===== src/rtl/csa32_wide_seq.sv =====
// csa32_wide_seq: drives an external combinational carry-select adder one word per cycle,
// least-significant word first, chaining the carry, and returns the NWORDS*WIDTH-bit sum on a
// valid/ready handshake. Define CSA32_WIDE_SEQ_OVF_EN to add the signed-overflow output out_ovf.
module csa32_wide_seq #(
   parameter int unsigned WIDTH  = 32,
   parameter int unsigned NWORDS = 4
) (
   input  logic                     clk,
   input  logic                     rst_n,
   input  logic                     in_valid,
   output logic                     in_ready,
   input  logic [NWORDS*WIDTH-1:0]  in_a,
   input  logic [NWORDS*WIDTH-1:0]  in_b,
   input  logic                     in_cin,
   output logic [WIDTH-1:0]         add_a,
   output logic [WIDTH-1:0]         add_b,
   output logic                     add_cin,
   input  logic [WIDTH-1:0]         add_sum,
   input  logic                     add_cout,
   output logic                     out_valid,
   input  logic                     out_ready,
   output logic [NWORDS*WIDTH-1:0]  out_sum,
   output logic                     out_cout
`ifdef CSA32_WIDE_SEQ_OVF_EN
   ,
   output logic                     out_ovf
`endif
);

   localparam int unsigned IdxW = (NWORDS > 1) ? $clog2(NWORDS) : 1;
   localparam logic [IdxW-1:0] LastIdx = IdxW'(NWORDS - 1);

   typedef enum logic [1:0] {StIdle, StRun, StDone} state_e;
   typedef logic [NWORDS-1:0][WIDTH-1:0] wide_t;

   state_e          state_q, state_d;
   wide_t           a_q, a_d, b_q, b_d, sum_q, sum_d;
   logic            carry_q, carry_d;
   logic [IdxW-1:0] idx_q, idx_d;
   logic [IdxW-1:0] sel;

`ifdef CSA32_WIDE_SEQ_OVF_EN
   logic            ovf_q, ovf_d;
`endif

   // State register.
   always_ff @(posedge clk or negedge rst_n) begin
      if (!rst_n) begin
         state_q <= StIdle;
      end else begin
         state_q <= state_d;
      end
   end

   // Next-state: one RUN cycle per word, then hold the result until taken.
   always_comb begin
      state_d = state_q;
      unique case (state_q)
         StIdle:  if (in_valid)          state_d = StRun;
         StRun:   if (idx_q == LastIdx)  state_d = StDone;
         StDone:  if (out_ready)         state_d = StIdle;
         default:                        state_d = StIdle;
      endcase
   end

   // Datapath registers: operands, collected sum words, chained carry, word index.
   always_ff @(posedge clk or negedge rst_n) begin
      if (!rst_n) begin
         a_q     <= '0;
         b_q     <= '0;
         sum_q   <= '0;
         carry_q <= 1'b0;
         idx_q   <= '0;
`ifdef CSA32_WIDE_SEQ_OVF_EN
         ovf_q   <= 1'b0;
`endif
      end else begin
         a_q     <= a_d;
         b_q     <= b_d;
         sum_q   <= sum_d;
         carry_q <= carry_d;
         idx_q   <= idx_d;
`ifdef CSA32_WIDE_SEQ_OVF_EN
         ovf_q   <= ovf_d;
`endif
      end
   end

   // Datapath next-state: latch on accept, capture one adder word per RUN cycle.
   always_comb begin
      a_d     = a_q;
      b_d     = b_q;
      sum_d   = sum_q;
      carry_d = carry_q;
      idx_d   = idx_q;
`ifdef CSA32_WIDE_SEQ_OVF_EN
      ovf_d   = ovf_q;
`endif
      unique case (state_q)
         StIdle: begin
            if (in_valid) begin
               a_d     = in_a;
               b_d     = in_b;
               carry_d = in_cin;
               idx_d   = '0;
            end
         end
         StRun: begin
            sum_d[idx_q] = add_sum;
            carry_d      = add_cout;
            // Index saturates at the last word so it never wraps.
            if (idx_q != LastIdx) begin
               idx_d = idx_q + IdxW'(1);
            end
`ifdef CSA32_WIDE_SEQ_OVF_EN
            if (idx_q == LastIdx) begin
               ovf_d = (a_q[NWORDS-1][WIDTH-1] == b_q[NWORDS-1][WIDTH-1]) &&
                       (add_sum[WIDTH-1] != a_q[NWORDS-1][WIDTH-1]);
            end
`endif
         end
         default: ;
      endcase
   end

   // Outputs: adder fed from the current word in RUN, word 0 otherwise.
   always_comb begin
      sel       = (state_q == StRun) ? idx_q : '0;
      add_a     = a_q[sel];
      add_b     = b_q[sel];
      add_cin   = carry_q;
      in_ready  = (state_q == StIdle);
      out_valid = (state_q == StDone);
      out_sum   = sum_q;
      out_cout  = carry_q;
`ifdef CSA32_WIDE_SEQ_OVF_EN
      out_ovf   = ovf_q;
`endif
   end

endmodule


===== config.mk =====
export PLATFORM = sky130hd
export DESIGN_NAME = csa32_wide_seq
export DESIGN_NICKNAME = d
export VERILOG_FILES = /design/src/rtl/csa32_wide_seq.sv
export SDC_FILE = /design/constraint.sdc
export NUM_CORES = 1
export LEC_CHECK = 0
export BUFFER_PORTS_ARGS = -buffer_cell sky130_fd_sc_hd__buf_2
export CORE_AREA = 2 2 235 237
export CTS_CLUSTER_DIAMETER = 100
export DETAILED_ROUTE_END_ITERATION = 7
export DIE_AREA = 0 0 237 239
export GPL_TIMING_DRIVEN = 0
export SYNTH_ARGS = -nofsm -noshare
export SYNTH_HDL_FRONTEND = slang
export SYNTH_SLANG_ARGS = --single-unit

===== constraint.sdc =====
create_clock -name clk -period 1.9 [get_ports clk]
set_clock_uncertainty 0.1 [all_clocks]
set_input_delay 0.19 -clock clk [delete_from_list [all_inputs] [get_ports clk]]
set_output_delay 0.19 -clock clk [all_outputs]
set_load 0.02 [all_outputs]

* Word-level counts from Yosys, hierarchy flattened
Cells that the tools add are included.
Storage, ports and cells: register bits 389, bits of input ports 294, output and inout port bits 196, logic and storage cells 51
Cells by class: add/subtract/negate cells 1, order comparisons 3, eq/ne operators 8, mux-type cells 17, reduce and logical (&&, ||, !) cells 7
Operators with widths (count):
- $bmux W32 S2 | 2
- $bwmux W128 | 1
- $mux W32 | 3
- $demux W32 S2 | 1
- $mux W2 | 6
- $ne A2 B2 Y1 const B | 4
- $lt A2 B3 Y1 const B | 2
- $pmux W2 S3 | 1
- $reduce_and A3 Y1 | 2
- $eq A2 B2 Y1 const B | 2
- $pmux W2 S2 | 1
- $reduce_and A2 Y1 | 2
- $add A2 B1 Y2 const B | 1
- $eq A2 B1 Y1 const B | 1
- $ge A2 B1 Y1 const B | 1
- $logic_not A2 Y1 | 1
- $ne A2 B1 Y1 const B | 1
- $pmux W1 S2 | 1
- $reduce_bool A2 Y1 | 1
- $logic_and A1 B1 Y1 | 1
- $mux W1 | 1

* Depth between registers and ports, before layout
Gate-level depths: netlist (run 1).
depth after elaboration 5, depth in mapped cells 7, mapped depth without buffers 4

* Least setup slack after synthesis (run 1)
OpenSTA, ideal clock, no wires.
path kind register to output, start reg idx_q[0], end out add_b[21], arrival time 1593 ps, required time 1610 ps, path slack 17 ps, stages on the path, launching flop included 6, path buffers 3, cells stage by stage dfrtp_1 -> clkbuf_1 -> clkbuf_1 -> clkbuf_1 -> o22ai_1 -> a21oi_1
On the way: word-level cells in the longest chain between the ends 3
RTL lines:
- from (decl) | RTL line 39 | logic [IdxW-1:0] idx_q, idx_d;
- from (signal assigned) | RTL line 82 | idx_q <= idx_d;
- $mux W2 | RTL line 128 | sel = (state_q == StRun) ? idx_q : '0;
- $bmux W32 S2 | RTL line 130 | add_b = b_q[sel];
- $mux W32 (not written as such) | RTL line 130
- to (decl) | RTL line 16 | output logic [WIDTH-1:0] add_b,
Every way passes these cells. The select of a mux whose other input is x is not followed.

* Worst setup path in the final report (run 1)
start reg idx_q[0], end out add_a[8]
On the way: word-level cells in the longest chain between the ends 3
RTL lines:
- $mux W2 | RTL line 128
- $bmux W32 S2 | RTL line 129 | add_a = a_q[sel];
- $mux W32 (not written as such) | RTL line 129
- to (decl) | RTL line 15 | output logic [WIDTH-1:0] add_a,
Every way passes these cells. The select of a mux whose other input is x is not followed.

==> flow_summary.toml, run 1 <==
[outcome]
status = "finished, violations left"
violations = "setup timing"

[pwr]
leakagePower_nw = 13.2
ir_drop_uv = 1270
powerDensity_mw_per_mm2 = 2010

[placement]
gp_congestion = 0.857
port-buffer-count = 489
placed_cells = 2414
place_area_mm2 = 0.0216
place_hpwl_um = 42200
place_ws_ps = -984

[timing]
fin_ws_ps = -561
finalCritPeriodShare_pct = 130
timing.hold.ws_ps = 77.4
hold_violations = 0
rsz0062_at_grt = "yes"
relSlewSlack_pct = 54.3
tns_ps = -46010
fin_crit_ps = 2460
tightest_slew_ps = 686
finalMaxSlewViolations = 0
fmax_ghz = 0.406
setup_viol = 323

[floorplan]
die_h_um = 239
rows = 86
chipWidth_um = 237
start_util_pct = 33.5
fp.coreArea_mm2 = 0.0543
dieArea_mm2 = 0.0566
ioPinCount = 490

[yosys]
synth_xor_area_share_pct = 0
synth_mux_area_share_pct = 32.7
synth_fp_nets = 1516
synth_top_family_by_area = "multiplexers"
ys_warn_count = 0
synth.largest_area_cell = "dfrtp_1"
ys_types = 27
synth_compound_area_share_pct = 6.44
synth_area_leaders = "dfrtp_1, mux2_4, mux2_2, o22ai_1, nand2b_1"
synth-seq-cells = 389
synthCells = 1218
netlist_area_mm2 = 0.0182
avgSynthCellArea_um2 = 14.9
ys_seq_area_share_pct = 53.6
synthSimpleGateAreaFrac_pct = 2.82
synth_top_area_share_pct = 53.6
synth_adder_area_share_pct = 0.275

[clock_tree]
cts_root_buf = "clkbuf_16"
cts.clk_slew.worst_paths_ps = 60
htreeDepth = 2
clkLatencyLatePin_ps = 570
cts_buffer_depth = 3
cts_tree = "built"
clock-sinks = 389
cts_made_buffers = 45

[min_path]
hp-class = "primary input to asynchronous set/reset pin"

[drt]
routedWlPerCell_um = 23.5
avgViaCountPerCell = 4.96
drc = 0
met3_length_um = 4090
met1_length_um = 27800
finalWirelength_um = 66600
routed.top_layer = "met4"
first_pass_iters = 4
drtAntennaViolNets = 0
vias = 14100
dr_wl_met2_um = 32500
drtIter0Drc = 591

[worst_setup_path]
critical_path_peak_fanout = 8
crit_chain = "buf_8 > buf_16 > buf_12 > buf_6 > mux2_4 > o22ai_4 > a21oi_2 > buf_6"
cp-start-kind = "flip-flop"
cp.required_ps = 1610
cp_slowest_cell = "dfrtp_1"
critPathMaxStageDelay_ps = 400
rr_worst_depth = 7
cp-startpoint = "idx_q[0]$_DFFE_PN0P_"
reg2reg_from = "idx_q[0]$_DFFE_PN0P_"
crit_top_cell = "buf_6"
path_class = "flip-flop to output port"
critPathArrivalTime_ps = 2170
endpoint_kind = "output port"

[finish]
fillers = 4405
final_common_cell = "buf_2"
final_cells = 2841
final_nets = 2395
layout_common_cells = "buf_2, dfrtp_1, dlygate4sd3_1"
fin_area_mm2 = 0.0288
layout-drive-gt1-share_pct = 60.3
area_growth_pct = 58.2

[run]
drv_cap = 0

[grt]
grt_pass1_vias = 15500
grt.overflow.total = 0
antenna_found_initial = 5
grt_max_degree = 115
grt_pass1_wl_um = 97100
grt_usage_pct = 22.7
==> registers in the layout, summed over array words and instances (netlist names) <==
| register | flops |
|---|---|
| a_q | 128 |
| idx_q | 2 |
| b_q | 128 |
| out_sum | 128 |
| state_q | 2 |
| add_cin | 1 |
==> routing by layer <==
metal  vias up  GRT usage [%]
met1      7188           28.4
li1       6245              -
met3       143           5.17
met2       527           38.6
met4         0           8.30
met5         -              0
==> area by class of cell <==
cell class                      count  area, µm²  area share (%)
Multi-Input combinational cell    731       8600            29.9
Clock buffer                       63       1310            4.57
Antenna cell                        5       12.5          0.0435
Clock inverter                     19        135           0.470
Tap cell                          704        881            3.06
Timing Repair Buffer              834       6560            22.8
Sequential cell                   389       9740            33.9
Buffer                             92       1500            5.23
Inverter                            4       15.0          0.0522
==> worst paths after layout <==
kind | to | slack [ps]
worst max-delay path | add_a[8] | -560
worst min-delay path | a_q[20]$_DFFE_PN0P_ | 80
worst max register to register | out_sum[5]$_DFFE_PN0P_ | -140
worst min register to register | out_sum[68]$_DFFE_PN0P_ | 390
max in group asynchronous | b_q[62]$_DFFE_PN0P_ | 160
min in group clk | b_q[114]$_DFFE_PN0P_ | 260
==> power breakdown <==
part / leakage [nW] / switching [W] / internal, W
Combinational: 7.90 / 0.0160 / 0.0179
Sequential: 4.57 / 0.00282 / 0.0126
Clock: 0.726 / 0.00368 / 0.00485
Total: 13.2 / 0.0225 / 0.0353
==> worst max-delay path, delay by kind of cell, from the launching register on <==
family / cells / cell delay [ps]
buf+inv: 5 / 710
mux: 1 / 300
flops: 1 / 400
compound gates: 2 / 170
==> metrics by stage <==
step / total power, W / util (%)
detailed placement: 0.0407 / 39.7
CTS: 0.0558 / 51.8
floorplan: 0.0323 / -
global route: 0.0604 / 52.9
finish: 0.0578 / 52.9
global placement: 0.0402 / 39.6
==> synthesized netlist by cell type <==
cell type	n
dfrtp_1	389
mux2_4	234
mux2_2	209
o22ai_1	128
nand2b_1	66
a21oi_1	65
buf_6	31
clkbuf_1	29
buf_4	11
buf_8	10
buf_2	9
mux2_1	6
buf_1	4
ha_1	4
inv_1	4
nand2_4	4
a22o_1	3
nor2_1	2
o21ai_0	2
and2_1	1
and2b_4	1
and3b_1	1
mux2i_1	1
nand2_1	1
nand3b_1	1
nor2_4	1
o21bai_1	1
==> kinds of logic after synthesis <==
| kind of cell | after synthesis |
|---|---|
| adders and majority gates | 4 |
| buffers and inverters | 98 |
| and+or+nand+nor | 78 |
| DFF | 389 |
| muxes | 450 |
| AOI/OAI and AO/OA | 199 |
==> timing repair <==
| item | CTS | global route |
|---|---|---|
| hold buffers | 293 | 0 |
| endpoints found under the hold margin | 459 | 0 |
| gates cloned | 20 | 3 |
| buffers inserted | 26 | 8 |
| setup endpoints to repair | 402 | 476 |
| gates resized for setup | 355 | 142 |
| pin swaps | 20 | 24 |
Power figures use the tool's default switching activity.
==> run 2: changes to the inputs <==
--- a/config.mk
+++ b/config.mk
@@ -10,7 +10,9 @@
 export CTS_CLUSTER_DIAMETER = 100
 export DETAILED_ROUTE_END_ITERATION = 7
 export DIE_AREA = 0 0 237 239
+export GPL_ROUTABILITY_DRIVEN = 0
 export GPL_TIMING_DRIVEN = 0
+export RECOVER_POWER = 100
 export SYNTH_ARGS = -nofsm -noshare
 export SYNTH_HDL_FRONTEND = slang
 export SYNTH_SLANG_ARGS = --single-unit
==> flow_summary.toml, run 2 (synthesis results as in run 1) <==
[floorplan]
start_util_pct = 33.5
fp.coreArea_mm2 = 0.0543
ioPinCount = 490
rows = 86
chipWidth_um = 237
die_h_um = 239
dieArea_mm2 = 0.0566

[grt]
grt.overflow.total = 0
grt_max_degree = 115
antenna_found_initial = 5
grt_pass1_vias = 15500
grt_pass1_wl_um = 97100
grt_usage_pct = 22.7

[worst_setup_path]
critical_path_peak_fanout = 8
endpoint_kind = "output port"
cp-start-kind = "flip-flop"
path_class = "flip-flop to output port"
cp.required_ps = 1610
critPathArrivalTime_ps = 2170

[clock_tree]
cts.clk_slew.worst_paths_ps = 60
clkLatencyLatePin_ps = 570
cts_buffer_depth = 3
cts_made_buffers = 45
clock-sinks = 389
cts_tree = "built"
htreeDepth = 2
cts_root_buf = "clkbuf_16"

[pwr]
powerDensity_mw_per_mm2 = 2010
leakagePower_nw = 12.8
finalPower_w = 0.0574
ir_drop_uv = 1270

[timing]
finalCritPeriodShare_pct = 129
tightest_slew_ps = 1100
finalMaxSlewViolations = 0
relSlewSlack_pct = 26.7
fmax_ghz = 0.407
fin_ws_ps = -558
setup_viol = 462
fin_crit_ps = 2460
hold_violations = 0
tns_ps = -70980
rsz0062_at_grt = "yes"

[placement]
port-buffer-count = 489
place_hpwl_um = 42200
placed_cells = 2414
place_ws_ps = -984

[drt]
first_pass_iters = 5
drtIter0Drc = 602
drc = 0
finalWirelength_um = 66800
avgViaCountPerCell = 4.96
routedWlPerCell_um = 23.5
vias = 14100
drtAntennaViolNets = 0

[finish]
final_nets = 2395
multiInputGateArea_mm2 = 0.00859
layout-drive-gt1-share_pct = 54.1
layout_common_cells = "dfrtp_1, buf_2, dlygate4sd3_1"
area_growth_pct = 57.1
final_cells = 2841
fillers = 4479
final_common_cell = "dfrtp_1"
seqCellArea_mm2 = 0.00974

[outcome]
status = "finished, violations left"
violations = "setup timing"

[min_path]
hp-class = "primary input to asynchronous set/reset pin"

[run]
drv_cap = 0
[run 2: cell count changes in the layout (fill, tap and decap cells not counted), sizes merged]
cell,before,now
clkbuf,87,220
buf,609,476
[run 2: worst max-delay path, stage by stage, from the launching register on]
cell and delay [ps]:
dfrtp_1 400, buf_8 150, buf_16 160, buf_12 150, buf_6 110, mux2_4 300, o22ai_4 110, a21oi_2 60
buf_6 140
[run 2: final cells by class]
class / instances / share of cell area, %
Buffer: 92 / 5.23
Sequential cell: 389 / 34.1
Inverter: 4 / 0.0526
Clock buffer: 63 / 4.60
Timing Repair Buffer: 834 / 22.3
Tap cell: 704 / 3.09
Antenna cell: 5 / 0.0438
Multi-Input combinational cell: 731 / 30.1
Clock inverter: 19 / 0.473
[run 2: through the flow]
stage	hold slack, ps	util (%)	area, µm²
global route	267	52.5	28600
detailed placement	111	39.7	21600
floorplan	-206	-	18200
global placement	290	39.6	21500
CTS	70.2	51.8	28200
finish	265	52.5	28600
[run 2: repair_timing]
item	4_1_cts	5_1_grt
setup endpoints to repair	402	476
hold buffers	293	0
resized for setup	355	142
pin swaps	20	24
hold endpoints to repair	459	0
buffers inserted	26	8
gates cloned	20	3
[run 2: final timing paths]
check,cells after the start,slack (ps),end,from
setup / recovery,8,-560,add_a[8],idx_q[0]$_DFFE_PN0P_
hold / removal,2,260,a_q[20]$_DFFE_PN0P_,rst_n
setup reg to reg,6,-280,out_sum[120]$_DFFE_PN0P_,state_q[0]$_DFFE_PN0P_
hold reg to reg,1,390,out_sum[68]$_DFFE_PN0P_,out_sum[68]$_DFFE_PN0P_
max in group asynchronous,4,-220,b_q[62]$_DFFE_PN0P_,rst_n
min in group clk,3,270,b_q[114]$_DFFE_PN0P_,in_b[114]
[run 2: report_power, final]
group	switching (W)	internal (W)
combinational	0.0160	0.0174
clock	0.00368	0.00485
sequential	0.00287	0.0126
total	0.0225	0.0349
[run 2: per-layer routing]
metal	GRT usage [%]	share of wire, %	up-vias
met5	0	0	-
li1	-	-	6247
met3	5.17	6.0	143
met4	8.30	3.3	0
met1	28.4	42	7204
met2	38.6	49	506
==> run 3: changes to the inputs <==
--- a/config.mk
+++ b/config.mk
@@ -6,10 +6,10 @@
 export NUM_CORES = 1
 export LEC_CHECK = 0
 export BUFFER_PORTS_ARGS = -buffer_cell sky130_fd_sc_hd__buf_2
-export CORE_AREA = 2 2 235 237
+export CORE_AREA = 2 2 192 289
 export CTS_CLUSTER_DIAMETER = 100
 export DETAILED_ROUTE_END_ITERATION = 7
-export DIE_AREA = 0 0 237 239
+export DIE_AREA = 0 0 194 291
 export GPL_ROUTABILITY_DRIVEN = 0
 export GPL_TIMING_DRIVEN = 0
 export RECOVER_POWER = 100
==> flow_summary.toml, run 3 (synthesis results as in run 1) <==
[outcome]
status = "finished, violations left"
violations = "hold timing, setup timing"

[timing]
hold_violations = 95
fin_crit_ps = 2480
fin_ws_ps = -576
rsz0062_at_grt = "yes"
tightest_slew_ps = 1410
tns_ps = -85980
finalMaxSlewViolations = 0
relSlewSlack_pct = 5.80
timing.hold.ws_ps = -134
setup_viol = 529
fmax_ghz = 0.404
finalCritPeriodShare_pct = 130

[worst_setup_path]
rr_worst_depth = 11
cp-start-kind = "flip-flop"
reg2reg_slack_ps = -350
critPathMaxStageDelay_ps = 390
cp_slowest_cell = "dfrtp_1"
reg2reg_from = "idx_q[0]$_DFFE_PN0P_"
cp.buffers_inverters = 4
critPathArrivalTime_ps = 2190
endpoint_kind = "output port"
critical_path_peak_fanout = 10
path_class = "flip-flop to output port"
cp.required_ps = 1610
crit_family = "buffers and inverters"
crit_chain = "buf_8 > buf_12 > buf_2 > nand2b_1 > o22ai_1 > a21oi_1 > buf_4"
r2r_end = "out_sum[71]$_DFFE_PN0P_"

[grt]
grt_pass1_wl_um = 95800
grt_max_degree = 125
grt_usage_pct = 22.1
grt_pass1_vias = 15500
grt.overflow.total = 0
antenna_found_initial = 7

[finish]
final_common_cell = "dfrtp_1"
layout_common_cells = "dfrtp_1, mux2_4, buf_2"
final_nets = 2415
area_growth_pct = 60.8
fin_area_mm2 = 0.0292
layout-drive-gt1-share_pct = 54.5

[drt]
routedWlPerCell_um = 25.0
avgViaCountPerCell = 5.04
drtAntennaViolNets = 0
vias = 14400
drc = 0
drtIter0Drc = 511
finalWirelength_um = 71200
first_pass_iters = 5

[min_path]
hp-class = "primary input to asynchronous set/reset pin"

[placement]
port-buffer-count = 489
place_area_mm2 = 0.0216
place_hpwl_um = 42900

[pwr]
powerDensity_mw_per_mm2 = 2020
ir_drop_uv = 1220
leakagePower_nw = 13.1

[floorplan]
dieArea_mm2 = 0.0565
ioPinCount = 490
die_h_um = 291
chipWidth_um = 194
fp.coreArea_mm2 = 0.0541
rows = 105
start_util_pct = 33.6

[clock_tree]
htreeDepth = 2
cts_made_buffers = 42
cts.clk_slew.worst_paths_ps = 70
clkLatencyLatePin_ps = 570
clock-sinks = 389
cts_tree = "built"
cts_buffer_depth = 3
cts_root_buf = "clkbuf_16"
cts-hold-fix-buffers = 292

[run]
drv_cap = 0
[run 3: cell types whose count changed in the layout (fill, tap and decap cells not counted), moves of 6 or more]
cell,previous run,this run
a21oi_1,32,18
a21oi_2,32,47
buf_16,21,14
clkbuf_16,52,82
mux2_1,6,0
mux2_2,172,151
mux2_4,271,298
nand2b_1,57,65
nand2b_4,9,1
o22ai_1,45,60
o22ai_2,75,53
o22ai_4,8,15
[run 3: layout make-up]
type	instances	area, µm²
Multi-Input combinational cell	731	8700
Timing Repair Buffer	858	6950
Clock inverter	20	211
Antenna cell	8	20.0
Fill cell	4454	24900
Buffer	91	1540
Tap cell	695	870
Sequential cell	389	9740
Clock buffer	56	1170
Inverter	4	22.5
[run 3: per-stage QoR]
stage	cells	hold slack, ps	power, W	worst slack, ps	util (%)
final	2852	-134	0.0591	-576	54.0
after CTS	2787	-425	0.0531	-638	49.9
after detailed placement	2405	193	0.0406	-1090	39.9
after global placement	2402	290	0.0402	-7250	39.7
after global routing	2851	-44.5	0.0615	-664	54.0
after floorplan	1218	-206	0.0323	16.9	-
[run 3: how the worst max path moves through the flow]
stage                                 from                       end  slack (ps)  cells past startpoint
floorplan             idx_q[0]$_DFFE_PN0P_                 add_b[21]          20                      5
global placement                     rst_n  out_sum[111]$_DFFE_PN0P_       -7250                      1
detailed placement    idx_q[0]$_DFFE_PN0P_                  add_b[8]       -1090                      6
CTS                 state_q[1]$_DFFE_PN0P_                 add_a[27]        -640                      7
global route          idx_q[0]$_DFFE_PN0P_                 add_a[20]        -660                      7
finish                idx_q[0]$_DFFE_PN0P_                 add_a[20]        -580                      7
[run 3: power by group]
part	leakage, nW	switching, W	internal [W]
registers	4.57	0.00288	0.0126
logic	7.86	0.0165	0.0186
clock network	0.681	0.00366	0.00479
total	13.1	0.0231	0.0360
[run 3: per-layer routing]
layer | track usage (%) | wire length, µm | share of wire [%]
met1 | 25.8 | 27400 | 39
met2 | 40.3 | 37500 | 53
met3 | 3.57 | 3310 | 4.6
met4 | 8.35 | 3000 | 4.2
met5 | 0 | 13 | 0.018
[run 3: what timing repair did]
| item | CTS | global route |
|---|---|---|
| buffers inserted | 9 | 22 |
| setup endpoints to repair | 412 | 403 |
| hold endpoints to repair | 483 | 95 |
| cloned | 5 | 39 |
| resized for setup | 255 | 286 |
| pin swaps | 16 | 16 |
